$ cat config.mk
export PLATFORM = sky130hd
export DESIGN_NAME = exc_seq_ctrl
export DESIGN_NICKNAME = d
export VERILOG_FILES = /design/src/rtl/exc_seq_ctrl_pkg.sv /design/src/rtl/exc_seq_ctrl_prio_enc.sv /design/src/rtl/exc_seq_ctrl.sv
export SDC_FILE = /design/constraint.sdc
export NUM_CORES = 1
export LEC_CHECK = 0
export ABC_AREA = 1
export BUFFER_PORTS_ARGS = -buffer_cell sky130_fd_sc_hd__buf_4
export CORE_ASPECT_RATIO = 1.5
export CORE_MARGIN = 2
export CORE_UTILIZATION = 49
export DETAILED_ROUTE_END_ITERATION = 10
export GPL_TIMING_DRIVEN = 1
export PLACE_DENSITY = 0.81
export SETUP_SLACK_MARGIN = 0.1
export SYNTH_ARGS = -nofsm -noshare
export SYNTH_HDL_FRONTEND = slang
export SYNTH_SLANG_ARGS = --single-unit
$ cat constraint.sdc
create_clock -name clk -period 1.9 [get_ports clk]
set_input_delay 0.38 -clock clk [delete_from_list [all_inputs] [get_ports clk]]
set_output_delay 0.38 -clock clk [all_outputs]
set_load 0.02 [all_outputs]
$ cat src/rtl/exc_seq_ctrl_pkg.sv
// rtl/exc_seq_ctrl_pkg.sv - shared constants and types for the exception sequencer
// Contents: excode values, exc_type_i bit indices, one-hot event indices,
//           exception vector and the sequencer FSM state enum.
package exc_seq_ctrl_pkg;

    localparam logic [4:0] EXCODE_INT  = 5'd0;
    localparam logic [4:0] EXCODE_ADEL = 5'd4;
    localparam logic [4:0] EXCODE_ADES = 5'd5;
    localparam logic [4:0] EXCODE_SYS  = 5'd8;
    localparam logic [4:0] EXCODE_BP   = 5'd9;
    localparam logic [4:0] EXCODE_RI   = 5'd10;
    localparam logic [4:0] EXCODE_OV   = 5'd12;

    localparam int BIT_ADEL_IF = 31;
    localparam int BIT_RI      = 30;
    localparam int BIT_OV      = 29;
    localparam int BIT_BP      = 28;
    localparam int BIT_SYS     = 27;
    localparam int BIT_ADEL_D  = 26;
    localparam int BIT_ADES    = 25;
    localparam int BIT_ERET    = 0;

    // One-hot event vector, highest index = highest priority.
    localparam int EV_W       = 9;
    localparam int EV_INT     = 8;
    localparam int EV_ADEL_IF = 7;
    localparam int EV_RI      = 6;
    localparam int EV_OV      = 5;
    localparam int EV_BP      = 4;
    localparam int EV_SYS     = 3;
    localparam int EV_ADEL_D  = 2;
    localparam int EV_ADES    = 1;
    localparam int EV_ERET    = 0;

    localparam logic [31:0] EXC_VECTOR = 32'hbfc0_0380;

    typedef enum logic [1:0] {
        ST_IDLE   = 2'd0,
        ST_COMMIT = 2'd1,
        ST_FLUSH  = 2'd2
    } state_e;

endpackage

$ cat src/rtl/exc_seq_ctrl_prio_enc.sv
// rtl/exc_seq_ctrl_prio_enc.sv - combinational exception priority encoder
// Ports: exc_type (in, 32) raw exception/eret flags, int_take (in) interrupt taken,
//        ev (out, EV_W) one-hot winning event (all zero if none),
//        excode (out, 5) Cause.ExcCode of the winning event.
module exc_prio_enc
    import exc_seq_ctrl_pkg::*;
(
    input  logic [31:0]     exc_type,
    input  logic            int_take,
    output logic [EV_W-1:0] ev,
    output logic [4:0]      excode
);

    // Bits 24..1 carry no event meaning.
    logic unused_type_bits;
    assign unused_type_bits = ^exc_type[24:1];

    always_comb begin
        ev     = '0;
        excode = EXCODE_INT;
        if (int_take) begin
            ev[EV_INT] = 1'b1;
            excode     = EXCODE_INT;
        end else if (exc_type[BIT_ADEL_IF]) begin
            ev[EV_ADEL_IF] = 1'b1;
            excode         = EXCODE_ADEL;
        end else if (exc_type[BIT_RI]) begin
            ev[EV_RI] = 1'b1;
            excode    = EXCODE_RI;
        end else if (exc_type[BIT_OV]) begin
            ev[EV_OV] = 1'b1;
            excode    = EXCODE_OV;
        end else if (exc_type[BIT_BP]) begin
            ev[EV_BP] = 1'b1;
            excode    = EXCODE_BP;
        end else if (exc_type[BIT_SYS]) begin
            ev[EV_SYS] = 1'b1;
            excode     = EXCODE_SYS;
        end else if (exc_type[BIT_ADEL_D]) begin
            ev[EV_ADEL_D] = 1'b1;
            excode        = EXCODE_ADEL;
        end else if (exc_type[BIT_ADES]) begin
            ev[EV_ADES] = 1'b1;
            excode      = EXCODE_ADES;
        end else if (exc_type[BIT_ERET]) begin
            ev[EV_ERET] = 1'b1;
            excode      = EXCODE_INT;
        end
    end

endmodule

$ cat src/rtl/exc_seq_ctrl.sv
// rtl/exc_seq_ctrl.sv - exception/eret commit sequencer (IDLE -> COMMIT -> FLUSH)
// Inputs : clk, rst (async active-low), exc_valid_i, exc_type_i, exc_pc_i,
//          exc_badaddr_i, exc_in_delayslot_i, int_pending_i, status_exl_i,
//          status_ie_i, epc_i, cp0_wr_ready_i
// Outputs: cp0 bundle (cp0_wr_valid_o, excode_o, epc_o, epc_we_o, bd_o,
//          badvaddr_o, badvaddr_we_o, exl_set_o, exl_clr_o), flush_o,
//          redirect_valid_o, redirect_pc_o, busy_o
// Build option: EXC_SEQ_INT_EN enables interrupt handling; undefined ignores int_pending_i.
module exc_seq_ctrl
    import exc_seq_ctrl_pkg::*;
(
    input  logic        clk,
    input  logic        rst,
    input  logic        exc_valid_i,
    input  logic [31:0] exc_type_i,
    input  logic [31:0] exc_pc_i,
    input  logic [31:0] exc_badaddr_i,
    input  logic        exc_in_delayslot_i,
    input  logic [7:0]  int_pending_i,
    input  logic        status_exl_i,
    input  logic        status_ie_i,
    input  logic [31:0] epc_i,
    output logic        cp0_wr_valid_o,
    input  logic        cp0_wr_ready_i,
    output logic [4:0]  excode_o,
    output logic [31:0] epc_o,
    output logic        epc_we_o,
    output logic        bd_o,
    output logic [31:0] badvaddr_o,
    output logic        badvaddr_we_o,
    output logic        exl_set_o,
    output logic        exl_clr_o,
    output logic        flush_o,
    output logic        redirect_valid_o,
    output logic [31:0] redirect_pc_o,
    output logic        busy_o
);

    state_e state_q, state_d;

    logic int_take;
`ifdef EXC_SEQ_INT_EN
    assign int_take = (|int_pending_i) && status_ie_i && !status_exl_i && exc_valid_i;
`else
    logic unused_int;
    assign unused_int = (^int_pending_i) ^ status_ie_i;
    assign int_take   = 1'b0;
`endif

    logic [EV_W-1:0] ev;
    logic [4:0]      ev_excode;

    exc_prio_enc u_prio_enc (
        .exc_type (exc_type_i),
        .int_take (int_take),
        .ev       (ev),
        .excode   (ev_excode)
    );

    logic accept;
    assign accept = (state_q == ST_IDLE) && exc_valid_i && (|ev);

    // Values captured at acceptance; the commit-stage inputs may change afterwards.
    logic        is_eret;
    logic        epc_we_d;
    logic [31:0] epc_calc;
    assign is_eret  = ev[EV_ERET];
    assign epc_we_d = !is_eret && !status_exl_i;
    assign epc_calc = exc_in_delayslot_i ? (exc_pc_i - 32'd4) : exc_pc_i;

    logic [4:0]  excode_q;
    logic [31:0] epc_q, badvaddr_q, redirect_q;
    logic        epc_we_q, bd_q, badvaddr_we_q, exl_set_q, exl_clr_q;

    always_ff @(posedge clk or negedge rst) begin
        if (!rst) begin
            state_q <= ST_IDLE;
        end else begin
            state_q <= state_d;
        end
    end

    always_ff @(posedge clk or negedge rst) begin
        if (!rst) begin
            excode_q      <= '0;
            epc_q         <= '0;
            epc_we_q      <= 1'b0;
            bd_q          <= 1'b0;
            badvaddr_q    <= '0;
            badvaddr_we_q <= 1'b0;
            exl_set_q     <= 1'b0;
            exl_clr_q     <= 1'b0;
            redirect_q    <= '0;
        end else if (accept) begin
            excode_q      <= ev_excode;
            epc_we_q      <= epc_we_d;
            epc_q         <= epc_we_d ? epc_calc : 32'd0;
            bd_q          <= epc_we_d && exc_in_delayslot_i;
            badvaddr_we_q <= ev[EV_ADEL_IF] || ev[EV_ADEL_D] || ev[EV_ADES];
            badvaddr_q    <= ev[EV_ADEL_IF] ? exc_pc_i :
                             (ev[EV_ADEL_D] || ev[EV_ADES]) ? exc_badaddr_i : 32'd0;
            exl_set_q     <= !is_eret;
            exl_clr_q     <= is_eret;
            redirect_q    <= is_eret ? epc_i : EXC_VECTOR;
        end
    end

    always_comb begin
        state_d          = state_q;
        cp0_wr_valid_o   = 1'b0;
        excode_o         = '0;
        epc_o            = '0;
        epc_we_o         = 1'b0;
        bd_o             = 1'b0;
        badvaddr_o       = '0;
        badvaddr_we_o    = 1'b0;
        exl_set_o        = 1'b0;
        exl_clr_o        = 1'b0;
        flush_o          = 1'b0;
        redirect_valid_o = 1'b0;
        redirect_pc_o    = '0;
        busy_o           = 1'b0;
        case (state_q)
            ST_IDLE: begin
                if (accept) state_d = ST_COMMIT;
            end
            ST_COMMIT: begin
                busy_o         = 1'b1;
                cp0_wr_valid_o = 1'b1;
                excode_o       = excode_q;
                epc_o          = epc_q;
                epc_we_o       = epc_we_q;
                bd_o           = bd_q;
                badvaddr_o     = badvaddr_q;
                badvaddr_we_o  = badvaddr_we_q;
                exl_set_o      = exl_set_q;
                exl_clr_o      = exl_clr_q;
                if (cp0_wr_ready_i) state_d = ST_FLUSH;
            end
            ST_FLUSH: begin
                busy_o           = 1'b1;
                flush_o          = 1'b1;
                redirect_valid_o = 1'b1;
                redirect_pc_o    = redirect_q;
                state_d          = ST_IDLE;
            end
            default: state_d = ST_IDLE;
        endcase
    end

endmodule

==> run_summary.xml, run 1 <==
<?xml version="1.0" encoding="UTF-8"?>
<metrics>
  <group name="routing">
    <metric name="dr.pass1.iters" unit="">6</metric>
    <metric name="vias_per_cell" unit="">5.41</metric>
    <metric name="antenna_left" unit="">0</metric>
    <metric name="drtIter0Drc" unit="">476</metric>
    <metric name="drt-wirelength-per-cell" unit="um">18.9</metric>
    <metric name="totalWireLength" unit="um">24700</metric>
    <metric name="dr_total_vias" unit="">7051</metric>
    <metric name="post-route-drc-count" unit="">0</metric>
  </group>
  <group name="status">
    <metric name="failed_checks" unit="">hold timing, setup timing</metric>
    <metric name="status" unit="">finished with violations</metric>
  </group>
  <group name="yosys">
    <metric name="netlist_cell_types" unit="">38</metric>
    <metric name="synth.avg_cell_area" unit="um2">6.96</metric>
    <metric name="synth-warning-count" unit="">0</metric>
    <metric name="synth_flop_cell" unit="">sky130_fd_sc_hd__dfrtp_1</metric>
    <metric name="synthesis.area" unit="um2">6270</metric>
    <metric name="synthArstFlopShare" unit="">1.00</metric>
    <metric name="synth_area_leader_cell" unit="">sky130_fd_sc_hd__dfrtp_1</metric>
    <metric name="synth_top_area_share" unit="">0.427</metric>
    <metric name="post_synth_main_area_contributors" unit="">sky130_fd_sc_hd__dfrtp_1 43%, sky130_fd_sc_hd__nand2_1 21%, sky130_fd_sc_hd__inv_1 8.4%, sky130_fd_sc_hd__nor2_1 5.6%, sky130_fd_sc_hd__a22o_1 2.8%</metric>
    <metric name="syn_nets" unit="">1049</metric>
    <metric name="synth_cells" unit="">901</metric>
    <metric name="synth_enable_flop_cells" unit="">0</metric>
    <metric name="proportion_of_synthesized_chip_area_in_sequential_cells" unit="">0.427</metric>
    <metric name="synth_seq_cells" unit="">107</metric>
  </group>
  <group name="clocking">
    <metric name="clock_sink_count" unit="">107</metric>
    <metric name="cts_inserted_buffers" unit="">9</metric>
    <metric name="cts_max_level" unit="">3</metric>
    <metric name="cts-root-buf" unit="">sky130_fd_sc_hd__clkbuf_16</metric>
    <metric name="tritoncts_clock_tree" unit="">built</metric>
    <metric name="clk_transition_reported_paths" unit="ns">0.08</metric>
    <metric name="cts_buffer_depth" unit="">2</metric>
    <metric name="clkLatencyLatePin" unit="ns">0.36</metric>
    <metric name="cts_hold_repair.buffers" unit="">0</metric>
  </group>
  <group name="global_route">
    <metric name="grt_pass1_wl" unit="um">32100</metric>
    <metric name="grt_start_max_net_pins" unit="">47</metric>
    <metric name="grt.overflow.total" unit="">0</metric>
    <metric name="antenna_found_initial" unit="">0</metric>
    <metric name="grt.total_usage" unit="">0.306</metric>
    <metric name="first_global_vias" unit="">6569</metric>
  </group>
  <group name="timing">
    <metric name="report.final.hold_viol_count" unit="">26</metric>
    <metric name="final.setup_skew" unit="ns">0.0104</metric>
    <metric name="setup-tns-final" unit="ns">-4.38</metric>
    <metric name="post-route-period-util" unit="">1.07</metric>
    <metric name="setup_viols_final" unit="">99</metric>
    <metric name="final_period_minus_worst_setup_slack" unit="ns">2.03</metric>
    <metric name="worst_slew_pin_slew" unit="ns">0.503</metric>
    <metric name="rsz0062_at_grt" unit="">true</metric>
    <metric name="number_of_max_slew_violations_in_the_final_report" unit="">0</metric>
    <metric name="max_freq" unit="MHz">492</metric>
    <metric name="setup_slack" unit="ns">-0.131</metric>
    <metric name="maxSlewHeadroom" unit="">0.664</metric>
    <metric name="holdWs" unit="ns">-0.0156</metric>
  </group>
  <group name="final_layout">
    <metric name="antenna_cells_inserted" unit="">0</metric>
    <metric name="area.sequential" unit="um2">2680</metric>
    <metric name="design.final.nets" unit="">1290</metric>
    <metric name="mostFrequentLayoutCell" unit="">sky130_fd_sc_hd__nand2_1</metric>
    <metric name="final_core_utilization" unit="">0.788</metric>
    <metric name="area_delta_synth_final" unit="%">57.3</metric>
    <metric name="layout.cells.most_common_list" unit="">276 x sky130_fd_sc_hd__nand2_1, 143 x sky130_fd_sc_hd__buf_4, 107 x sky130_fd_sc_hd__dfrtp_1</metric>
    <metric name="multi_input_comb_area" unit="um2">3250</metric>
    <metric name="fill_count" unit="">795</metric>
    <metric name="fraction_of_layout_cells_with_a_size_suffix_above_1" unit="">0.415</metric>
  </group>
  <group name="critical_path">
    <metric name="critical_path_class" unit="">reg2out</metric>
    <metric name="start_kind" unit="">register</metric>
    <metric name="path_max_fanout" unit="">8</metric>
    <metric name="critical_path_start" unit="">state_q[0]</metric>
    <metric name="timing.critical_path.arrival" unit="ns">1.65</metric>
    <metric name="worst-endpoint-required" unit="ns">1.52</metric>
    <metric name="r2r_start" unit="">state_q[0]</metric>
    <metric name="endpoint_kind" unit="">output pin</metric>
  </group>
  <group name="die">
    <metric name="initial_core_util" unit="">0.501</metric>
    <metric name="placement_rows" unit="">50</metric>
    <metric name="die_area" unit="um2">13700</metric>
    <metric name="core-area" unit="um2">12500</metric>
    <metric name="floorplan.die.height" unit="um">143</metric>
    <metric name="top_level_ports" unit="">253</metric>
    <metric name="dieWidth" unit="um">96.4</metric>
  </group>
  <group name="worst_hold_path">
    <metric name="min_path_type" unit="">in2async</metric>
  </group>
  <group name="power_and_ir_drop">
    <metric name="cellLeakagePower" unit="nW">5.77</metric>
    <metric name="powerDensity" unit="nW/um2">1240</metric>
    <metric name="total_power" unit="mW">12.2</metric>
    <metric name="irDropWorstVdd" unit="mV">0.625</metric>
  </group>
  <group name="flow_run">
    <metric name="timing.max_cap.violations" unit="">0</metric>
  </group>
  <group name="placed_design">
    <metric name="io_buffers" unit="">218</metric>
    <metric name="routabilityCongestion" unit="">0.946</metric>
    <metric name="place_hpwl" unit="um">14000</metric>
  </group>
</metrics>
==> synthesized netlist by cell type, types with 11 or more instances <==
library cell               instances
sky130_fd_sc_hd__nand4_1          16
sky130_fd_sc_hd__a22o_1           20
sky130_fd_sc_hd__inv_1           141
sky130_fd_sc_hd__dfrtp_1         107
sky130_fd_sc_hd__nand3_1          17
sky130_fd_sc_hd__nand2_1         348
sky130_fd_sc_hd__nor2_1           94
sky130_fd_sc_hd__o21ai_0          22
sky130_fd_sc_hd__o21ai_1          11
sky130_fd_sc_hd__clkbuf_1         13
sky130_fd_sc_hd__a21oi_1          27
sky130_fd_sc_hd__buf_2            16
==> path summary, 6_finish.rpt <==
path | cells past startpoint | endpoint | slack [ns]
hold / removal | 1 | badvaddr_q[0] | -0.02
setup reg to reg | 9 | redirect_q[15] | 0.04
setup / recovery | 6 | redirect_pc_o[22] | -0.13
min in group clk | 2 | redirect_q[11] | 0.25
hold reg to reg | 2 | badvaddr_q[19] | 0.48
max in group asynchronous | 2 | redirect_q[31] | 1.30
==> report_power, final <==
group | switching, mW | leakage, nW | internal (mW)
Combinational | 3.61 | 4.29 | 3.12
Sequential | 0.543 | 1.34 | 2.94
Clock | 0.946 | 0.147 | 1.03
==> repair_timing <==
item	in CTS	in global routing
endpoints found under the setup margin	176	181
pin swaps	8	4
setup buffers	12	8
cloned	7	9
gates resized for setup	130	189
==> kinds of logic (layout without fill, tap and decap cells) <==
kind of cell / after synthesis / after routing / synth area share
other cells: 1 / 1 / 0.000598
fa+ha+maj: 5 / 5 / 0.00997
flops: 107 / 107 / 0.427
xor+xnor: 12 / 12 / 0.0168
compound gates: 84 / 84 / 0.0820
simple gates: 503 / 503 / 0.338
buf+inv: 189 / 435 / 0.126
==> registers in the layout, summed over array words and instances, names as in the netlist <==
signal / flops
badvaddr_q: 32
bd_q: 1
state_q: 2
epc_we_q: 1
badvaddr_we_q: 1
excode_q: 4
epc_q: 32
exl_set_q: 1
exl_clr_q: 1
redirect_q: 32
==> routing by layer <==
| metal | up-vias | track usage | share of wire |
|---|---|---|---|
| met5 | - | 0 | 0 |
| met4 | 0 | 0.113 | 0.069 |
| met3 | 126 | 0.0683 | 0.091 |
| met2 | 427 | 0.553 | 0.52 |
| met1 | 3289 | 0.343 | 0.32 |
| li1 | 3209 | - | - |
==> metrics by stage <==
stage	setup WS [ns]	cells	hold WS [ns]	area, um2
6_report	-0.131	1303	-0.0156	9860
3_3_place_gp	0.0414	1252	0.369	8100
2_1_floorplan	0.118	901	0.0844	6280
5_1_grt	-0.149	1303	0.0157	9860
4_1_cts	-0.0332	1287	0.000686	9150
3_5_place_dp	-0.0483	1252	0.379	8100
==> layout make-up <==
type	count	area share
Timing Repair Buffer	270	0.291
Sequential cell	107	0.271
Clock buffer	9	0.0228
Tap cell	156	0.0198
Inverter	149	0.0580
Clock inverter	7	0.00748
Multi-Input combinational cell	605	0.330
==> worst max-delay path, cell delays in order (launching register included) <==
cell and delay [ns]:
sky130_fd_sc_hd__dfrtp_1 0.44, sky130_fd_sc_hd__inv_2 0.12, sky130_fd_sc_hd__ha_4 0.25, sky130_fd_sc_hd__clkbuf_16 0.23, sky130_fd_sc_hd__nand2_4 0.08, sky130_fd_sc_hd__inv_4 0.07
sky130_fd_sc_hd__buf_6 0.11
Note: power is estimated with default switching activity, not from simulation.
==> run 2: changes to the inputs <==
--- a/config.mk
+++ b/config.mk
@@ -9,11 +9,12 @@
 export BUFFER_PORTS_ARGS = -buffer_cell sky130_fd_sc_hd__buf_4
 export CORE_ASPECT_RATIO = 1.5
 export CORE_MARGIN = 2
-export CORE_UTILIZATION = 49
+export CORE_UTILIZATION = 53
 export DETAILED_ROUTE_END_ITERATION = 10
 export GPL_TIMING_DRIVEN = 1
-export PLACE_DENSITY = 0.81
+export PLACE_DENSITY = 0.87
 export SETUP_SLACK_MARGIN = 0.1
+export SKIP_CTS_REPAIR_TIMING = 1
 export SYNTH_ARGS = -nofsm -noshare
 export SYNTH_HDL_FRONTEND = slang
 export SYNTH_SLANG_ARGS = --single-unit
==> constraint.sdc (replaced) <==
create_clock -name clk -period 2.6 [get_ports clk]
set_input_delay 0.52 -clock clk [delete_from_list [all_inputs] [get_ports clk]]
set_output_delay 0.52 -clock clk [all_outputs]
set_load 0.02 [all_outputs]
==> run 2 against run 1 <==
The flow now finishes without violations; cell count fell by 3.5%; via count fell by 10%; worst setup slack improved by 0.48 ns; utilization fell by 6.6 points; first-iteration DRC count fell by 42%; global-route usage fell by 1.4 points; combinational power fell by 56%; wire length fell by 25%; critical path depth did not move; power fell by 44%; sequential share of layout area rose by 5.0 points; non-clock buffer count fell by 38; critical endpoint is now redirect_pc_o[19]; highest routed layer unchanged.
==> run_summary.xml, run 2 (synthesis results as in run 1) <==
<?xml version="1.0" encoding="UTF-8"?>
<metrics>
  <group name="status">
    <metric name="status" unit="">completed</metric>
  </group>
  <group name="final_layout">
    <metric name="mostFrequentLayoutCell" unit="">sky130_fd_sc_hd__nand2_1</metric>
    <metric name="area_delta_synth_final" unit="%">32.9</metric>
    <metric name="biggest_registers_after_layout" unit="">badvaddr_q x32, epc_q x32, redirect_q x32</metric>
    <metric name="design.final.nets" unit="">1252</metric>
    <metric name="fraction_of_layout_cells_with_a_size_suffix_above_1" unit="">0.254</metric>
    <metric name="fill_count" unit="">957</metric>
    <metric name="antenna_cells_inserted" unit="">0</metric>
    <metric name="layout.cells.most_common_list" unit="">348 x sky130_fd_sc_hd__nand2_1, 228 x sky130_fd_sc_hd__buf_4, 141 x sky130_fd_sc_hd__inv_1</metric>
  </group>
  <group name="timing">
    <metric name="setup_slack" unit="ns">0.348</metric>
    <metric name="setup_viols_final" unit="">0</metric>
    <metric name="post-route-period-util" unit="">0.866</metric>
    <metric name="maxSlewHeadroom" unit="">0.602</metric>
    <metric name="worst_slew_pin_slew" unit="ns">0.595</metric>
    <metric name="rsz0062_at_grt" unit="">false</metric>
    <metric name="report.final.hold_viol_count" unit="">0</metric>
    <metric name="max_freq" unit="MHz">444</metric>
    <metric name="number_of_max_slew_violations_in_the_final_report" unit="">0</metric>
    <metric name="setup-tns-final" unit="ns">0</metric>
    <metric name="holdWs" unit="ns">0.0129</metric>
    <metric name="final.setup_skew" unit="ns">0.00797</metric>
    <metric name="final_period_minus_worst_setup_slack" unit="ns">2.25</metric>
  </group>
  <group name="power_and_ir_drop">
    <metric name="power.clock.fraction" unit="">0.206</metric>
    <metric name="cellLeakagePower" unit="nW">5.09</metric>
    <metric name="power.net_switching" unit="mW">2.77</metric>
    <metric name="p_int" unit="mW">4.05</metric>
    <metric name="powerDensity" unit="nW/um2">819</metric>
    <metric name="comb_power_share" unit="">0.437</metric>
    <metric name="irDropWorstVdd" unit="mV">0.583</metric>
    <metric name="p_seq_frac" unit="">0.357</metric>
    <metric name="switching_share" unit="">0.406</metric>
  </group>
  <group name="clocking">
    <metric name="cts_inserted_buffers" unit="">9</metric>
    <metric name="clk_transition_reported_paths" unit="ns">0.08</metric>
    <metric name="cts_buffer_depth" unit="">2</metric>
    <metric name="clkLatencyLatePin" unit="ns">0.35</metric>
    <metric name="cts_max_level" unit="">3</metric>
    <metric name="tritoncts_clock_tree" unit="">built</metric>
    <metric name="cts-root-buf" unit="">sky130_fd_sc_hd__clkbuf_16</metric>
    <metric name="clock_sink_count" unit="">107</metric>
  </group>
  <group name="routing">
    <metric name="antenna_left" unit="">0</metric>
    <metric name="vias_per_cell" unit="">5.03</metric>
    <metric name="drtIter0Drc" unit="">277</metric>
    <metric name="dr.pass1.iters" unit="">5</metric>
    <metric name="totalWireLength" unit="um">18500</metric>
    <metric name="post-route-drc-count" unit="">0</metric>
    <metric name="drt-wirelength-per-cell" unit="um">14.7</metric>
    <metric name="dr_total_vias" unit="">6324</metric>
  </group>
  <group name="critical_path">
    <metric name="cp_cell_sequence" unit="">inv_1 &gt; ha_1 &gt; buf_4 &gt; nand2_1 &gt; inv_1 &gt; buf_4</metric>
    <metric name="cpLargestDelayFamily" unit="">buffers and inverters</metric>
    <metric name="path_max_fanout" unit="">34</metric>
    <metric name="worst-endpoint-required" unit="ns">2.08</metric>
    <metric name="critical_path_class" unit="">reg2out</metric>
    <metric name="slowest_stage" unit="">sky130_fd_sc_hd__dfrtp_1</metric>
    <metric name="critical_path_start" unit="">state_q[0]</metric>
    <metric name="timing.critical_path.arrival" unit="ns">1.73</metric>
    <metric name="path_buf_inv" unit="">4</metric>
    <metric name="start_kind" unit="">register</metric>
    <metric name="setup.reg_to_reg.worst_slack" unit="ns">0.51</metric>
    <metric name="r2r_start" unit="">state_q[0]</metric>
    <metric name="endpoint_kind" unit="">output pin</metric>
    <metric name="critical_path.max_stage_delay" unit="ns">0.43</metric>
  </group>
  <group name="global_route">
    <metric name="grt_start_max_net_pins" unit="">50</metric>
    <metric name="grt_pass1_wl" unit="um">29100</metric>
    <metric name="first_global_vias" unit="">6017</metric>
    <metric name="grt.overflow.total" unit="">0</metric>
    <metric name="antenna_found_initial" unit="">0</metric>
    <metric name="grt.total_usage" unit="">0.292</metric>
  </group>
  <group name="die">
    <metric name="floorplan.die.height" unit="um">137</metric>
    <metric name="core-area" unit="um2">11500</metric>
    <metric name="dieWidth" unit="um">92.8</metric>
    <metric name="placement_rows" unit="">48</metric>
    <metric name="initial_core_util" unit="">0.544</metric>
    <metric name="top_level_ports" unit="">253</metric>
    <metric name="die_area" unit="um2">12700</metric>
  </group>
  <group name="placed_design">
    <metric name="routabilityCongestion" unit="">0.958</metric>
    <metric name="place_hpwl" unit="um">14000</metric>
    <metric name="io_buffers" unit="">218</metric>
    <metric name="placement.setup.worst_slack" unit="ns">0.470</metric>
  </group>
  <group name="worst_hold_path">
    <metric name="min_path_type" unit="">in2async</metric>
  </group>
  <group name="flow_run">
    <metric name="timing.max_cap.violations" unit="">0</metric>
  </group>
</metrics>
[run 2: changes by cell type in the layout (fill, tap and decap cells not counted), moves of 3 or more]
cell                        before  now
sky130_fd_sc_hd__nand2_2        32    2
sky130_fd_sc_hd__nand2_4        43    2
sky130_fd_sc_hd__buf_8           3    0
sky130_fd_sc_hd__inv_2          84    7
sky130_fd_sc_hd__inv_1          61  141
sky130_fd_sc_hd__buf_16          6    0
sky130_fd_sc_hd__nand2_1       276  348
sky130_fd_sc_hd__buf_12         12    4
sky130_fd_sc_hd__inv_4           3    0
sky130_fd_sc_hd__buf_6          96    0
sky130_fd_sc_hd__buf_4         143  228
sky130_fd_sc_hd__clkbuf_16      17    9
[run 2: metrics by stage]
step                      std cells  power [mW]  utilization  cell area (um2)
after floorplan                 901        4.23            -             6270
after global placement         1243        5.37        0.696             8020
after detailed placement       1243        5.43        0.696             8020
after CTS                      1258        6.85        0.722             8320
after global routing           1258        7.26        0.723             8330
final                          1258        6.83        0.723             8330
[run 2: cell type report]
| class | instances | area [um2] | share of cell area |
|---|---|---|---|
| clock buffers | 9 | 225 | 0.0270 |
| repair buffers | 232 | 1790 | 0.215 |
| clock inverters | 6 | 73.8 | 0.00886 |
| multi-input cells | 605 | 2820 | 0.338 |
| well taps | 150 | 188 | 0.0225 |
| inverters | 149 | 559 | 0.0671 |
| flip-flops and latches | 107 | 2680 | 0.321 |
[run 2: metal layers]
layer / up-vias / track usage / share of wire / routed length [um]
met5: - / 0 / 0 / 0
li1: 3104 / - / - / -
met4: 0 / 0.132 / 0.041 / 756
met2: 243 / 0.522 / 0.52 / 9570
met3: 48 / 0.0569 / 0.070 / 1290
met1: 2929 / 0.336 / 0.37 / 6860
[run 2: worst paths after layout]
path	to	cells past startpoint
max	redirect_pc_o[19]	6
min	redirect_q[13]	1
max reg2reg	badvaddr_q[7]	8
min reg2reg	badvaddr_q[12]	2
max in group asynchronous	redirect_q[31]	2
min in group clk	epc_q[1]	3
[run 2: power groups by stage]
stage          clock [mW]  combinational [mW]  sequential (mW)
6_report             1.40                2.99             2.44
5_1_grt              1.47                3.29             2.50
4_1_cts              1.42                2.99             2.43
3_5_place_dp            0                2.98             2.45
3_3_place_gp            0                2.92             2.44
2_1_floorplan           0                1.87             2.37
==> run 3: changes to the inputs <==
--- a/config.mk
+++ b/config.mk
@@ -5,14 +5,13 @@
 export SDC_FILE = /design/constraint.sdc
 export NUM_CORES = 1
 export LEC_CHECK = 0
-export ABC_AREA = 1
 export BUFFER_PORTS_ARGS = -buffer_cell sky130_fd_sc_hd__buf_4
 export CORE_ASPECT_RATIO = 1.5
 export CORE_MARGIN = 2
-export CORE_UTILIZATION = 53
+export CORE_UTILIZATION = 52
 export DETAILED_ROUTE_END_ITERATION = 10
 export GPL_TIMING_DRIVEN = 1
-export PLACE_DENSITY = 0.87
+export PLACE_DENSITY = 0.86
 export SETUP_SLACK_MARGIN = 0.1
 export SKIP_CTS_REPAIR_TIMING = 1
 export SYNTH_ARGS = -nofsm -noshare
==> run 3 against run 2 <==
Register-to-register slack got worse by 0.28 ns; via count decreased by 10%; non-clock buffer count increased by 10; largest power group unchanged.
==> run_summary.xml, run 3 <==
<?xml version="1.0" encoding="UTF-8"?>
<metrics>
  <group name="critical_path">
    <metric name="path_buf_inv" unit="">2</metric>
    <metric name="slowest_stage" unit="">sky130_fd_sc_hd__or4b_2</metric>
    <metric name="cpLargestDelayFamily" unit="">simple AND/OR/NAND/NOR gates</metric>
    <metric name="worst-endpoint-required" unit="ns">2.86</metric>
    <metric name="endpoint_kind" unit="">register</metric>
    <metric name="cp_cell_sequence" unit="">inv_1 &gt; ha_1 &gt; nand3b_1 &gt; a21o_1 &gt; buf_4 &gt; or4b_2 &gt; o211ai_1</metric>
    <metric name="path_max_fanout" unit="">14</metric>
    <metric name="critical_path.max_stage_delay" unit="ns">0.67</metric>
    <metric name="critical_path_class" unit="">reg2reg</metric>
    <metric name="timing.critical_path.arrival" unit="ns">2.64</metric>
    <metric name="start_kind" unit="">register</metric>
  </group>
  <group name="placed_design">
    <metric name="routabilityCongestion" unit="">0.830</metric>
    <metric name="io_buffers" unit="">218</metric>
    <metric name="placement.setup.worst_slack" unit="ns">-0.00997</metric>
    <metric name="place_hpwl" unit="um">13000</metric>
  </group>
  <group name="yosys">
    <metric name="proportion_of_synthesized_chip_area_in_sequential_cells" unit="">0.454</metric>
    <metric name="syn_nets" unit="">764</metric>
    <metric name="post_synth_most_frequent_cells" unit="">107 x sky130_fd_sc_hd__and2_1, 107 x sky130_fd_sc_hd__dfrtp_1, 63 x sky130_fd_sc_hd__nor2_1</metric>
    <metric name="synth-warning-count" unit="">0</metric>
    <metric name="synthArstFlopShare" unit="">1.00</metric>
    <metric name="synth_cells" unit="">616</metric>
    <metric name="synth_enable_flop_cells" unit="">0</metric>
    <metric name="synth_flop_cell" unit="">sky130_fd_sc_hd__dfrtp_1</metric>
    <metric name="synthesis.area" unit="um2">5890</metric>
    <metric name="synth.avg_cell_area" unit="um2">9.57</metric>
    <metric name="post_synth_main_area_contributors" unit="">sky130_fd_sc_hd__dfrtp_1 45%, sky130_fd_sc_hd__and2_1 11%, sky130_fd_sc_hd__nor2_1 4.0%, sky130_fd_sc_hd__mux2i_1 3.6%, sky130_fd_sc_hd__a22o_1 3.6%</metric>
    <metric name="synth_seq_cells" unit="">107</metric>
    <metric name="synth_top_area_share" unit="">0.454</metric>
    <metric name="synth_area_leader_cell" unit="">sky130_fd_sc_hd__dfrtp_1</metric>
    <metric name="netlist_cell_types" unit="">56</metric>
  </group>
  <group name="clocking">
    <metric name="cts_inserted_buffers" unit="">9</metric>
    <metric name="tritoncts_clock_tree" unit="">built</metric>
    <metric name="cts_max_level" unit="">3</metric>
    <metric name="clock_sink_count" unit="">107</metric>
    <metric name="cts-root-buf" unit="">sky130_fd_sc_hd__clkbuf_16</metric>
    <metric name="cts_buffer_depth" unit="">2</metric>
    <metric name="clk_transition_reported_paths" unit="ns">0.08</metric>
    <metric name="clkLatencyLatePin" unit="ns">0.35</metric>
  </group>
  <group name="timing">
    <metric name="post-route-period-util" unit="">0.913</metric>
    <metric name="final.setup_skew" unit="ns">0.00765</metric>
    <metric name="max_freq" unit="MHz">421</metric>
    <metric name="setup-tns-final" unit="ns">0</metric>
    <metric name="worst_slew_pin_slew" unit="ns">0.862</metric>
    <metric name="maxSlewHeadroom" unit="">0.424</metric>
    <metric name="final_period_minus_worst_setup_slack" unit="ns">2.37</metric>
    <metric name="setup_viols_final" unit="">0</metric>
    <metric name="setup_slack" unit="ns">0.226</metric>
    <metric name="number_of_max_slew_violations_in_the_final_report" unit="">0</metric>
    <metric name="rsz0062_at_grt" unit="">false</metric>
    <metric name="report.final.hold_viol_count" unit="">0</metric>
  </group>
  <group name="worst_hold_path">
    <metric name="min_path_type" unit="">in2async</metric>
  </group>
  <group name="routing">
    <metric name="totalWireLength" unit="um">17900</metric>
    <metric name="vias_per_cell" unit="">5.85</metric>
    <metric name="dr.pass1.iters" unit="">5</metric>
    <metric name="drtIter0Drc" unit="">403</metric>
    <metric name="antenna_left" unit="">0</metric>
    <metric name="post-route-drc-count" unit="">0</metric>
    <metric name="drt-wirelength-per-cell" unit="um">18.5</metric>
    <metric name="dr_total_vias" unit="">5666</metric>
  </group>
  <group name="die">
    <metric name="floorplan.die.height" unit="um">134</metric>
    <metric name="initial_core_util" unit="">0.533</metric>
    <metric name="dieWidth" unit="um">90.9</metric>
    <metric name="top_level_ports" unit="">253</metric>
    <metric name="placement_rows" unit="">47</metric>
    <metric name="die_area" unit="um2">12200</metric>
    <metric name="core-area" unit="um2">11100</metric>
  </group>
  <group name="final_layout">
    <metric name="antenna_cells_inserted" unit="">0</metric>
    <metric name="area_delta_synth_final" unit="%">36.4</metric>
    <metric name="design.final.nets" unit="">965</metric>
    <metric name="mostFrequentLayoutCell" unit="">sky130_fd_sc_hd__buf_4</metric>
    <metric name="fill_count" unit="">830</metric>
    <metric name="fraction_of_layout_cells_with_a_size_suffix_above_1" unit="">0.336</metric>
    <metric name="final_core_utilization" unit="">0.727</metric>
    <metric name="layout.cells.most_common_list" unit="">240 x sky130_fd_sc_hd__buf_4, 107 x sky130_fd_sc_hd__and2_1, 107 x sky130_fd_sc_hd__dfrtp_1</metric>
    <metric name="biggest_registers_after_layout" unit="">badvaddr_q x32, epc_q x32, redirect_q x32</metric>
  </group>
  <group name="power_and_ir_drop">
    <metric name="switching_share" unit="">0.401</metric>
    <metric name="comb_power_share" unit="">0.476</metric>
    <metric name="power.net_switching" unit="mW">2.87</metric>
    <metric name="p_int" unit="mW">4.29</metric>
    <metric name="powerDensity" unit="nW/um2">891</metric>
    <metric name="cellLeakagePower" unit="nW">3.76</metric>
    <metric name="power.clock.fraction" unit="">0.186</metric>
    <metric name="p_seq_frac" unit="">0.338</metric>
    <metric name="irDropWorstVdd" unit="mV">0.552</metric>
  </group>
  <group name="global_route">
    <metric name="grt.overflow.total" unit="">0</metric>
    <metric name="first_global_vias" unit="">5510</metric>
    <metric name="grt_start_max_net_pins" unit="">70</metric>
    <metric name="antenna_found_initial" unit="">0</metric>
    <metric name="grt.total_usage" unit="">0.284</metric>
    <metric name="grt_pass1_wl" unit="um">27800</metric>
  </group>
  <group name="status">
    <metric name="status" unit="">completed</metric>
  </group>
  <group name="flow_run">
    <metric name="timing.max_cap.violations" unit="">0</metric>
  </group>
</metrics>
-- run 3: worst paths after layout --
path	slack [ns]	cells past startpoint	start	to
worst min-delay path	0.17	1	rst	redirect_q[1]
worst min register to register	0.48	2	epc_q[12]	epc_q[12]
worst max-delay path	0.23	7	state_q[1]	epc_q[23]
min in group clk	0.37	2	epc_i[28]	redirect_q[28]
worst max register to register	0.23	7	state_q[1]	epc_q[23]
max in group asynchronous	1.69	2	rst	redirect_q[18]
-- run 3: area by class of cell --
cell class              count  area [um2]  share of cell area
multi-input cells         448        3010               0.375
repair buffers            242        1840               0.229
flip-flops and latches    107        2680               0.333
clock inverters             6        57.6             0.00716
inverters                   9        33.8             0.00420
well taps                 147         184              0.0229
clock buffers              10         229              0.0285
-- run 3: power groups by stage --
| stage | registers, mW | clock network (mW) | logic [mW] |
|---|---|---|---|
| after floorplan | 2.36 | 0 | 2.05 |
| after global placement | 2.42 | 0 | 3.31 |
| after detailed placement | 2.45 | 0 | 3.40 |
| after CTS | 2.42 | 1.35 | 3.42 |
| after global routing | 2.48 | 1.42 | 3.67 |
| final | 2.42 | 1.33 | 3.41 |
-- run 3: kinds of logic (layout without fill, tap and decap cells) --
family                     count (synthesis)  after routing  synth area share
muxes                                     22             22            0.0376
buffers and inverters                     62            267            0.0454
other                                      1              1          0.000636
and+or+nand+nor                          279            279             0.261
DFF                                      107            107             0.454
xor gates and xnor gates                  10             10            0.0149
adders and majority gates                  5              5            0.0106
AOI/OAI and AO/OA                        130            131             0.176
-- run 3: through the flow --
step / power, mW / instances / hold slack (ns) / instance area, um2
2_1_floorplan: 4.41 / 616 / 0.224 / 5900
3_3_place_gp: 5.73 / 952 / 0.447 / 7730
5_1_grt: 7.56 / 969 / 0.221 / 8040
6_report: 7.16 / 969 / 0.175 / 8040
4_1_cts: 7.19 / 968 / 0.196 / 8020
3_5_place_dp: 5.85 / 952 / 0.465 / 7730
-- run 3: metal layers --
layer | up-vias | track usage | part of all wire
met5 | - | 0 | 0
li1 | 2619 | - | -
met1 | 2725 | 0.343 | 0.38
met2 | 272 | 0.493 | 0.51
met3 | 50 | 0.0511 | 0.067
met4 | 0 | 0.127 | 0.037
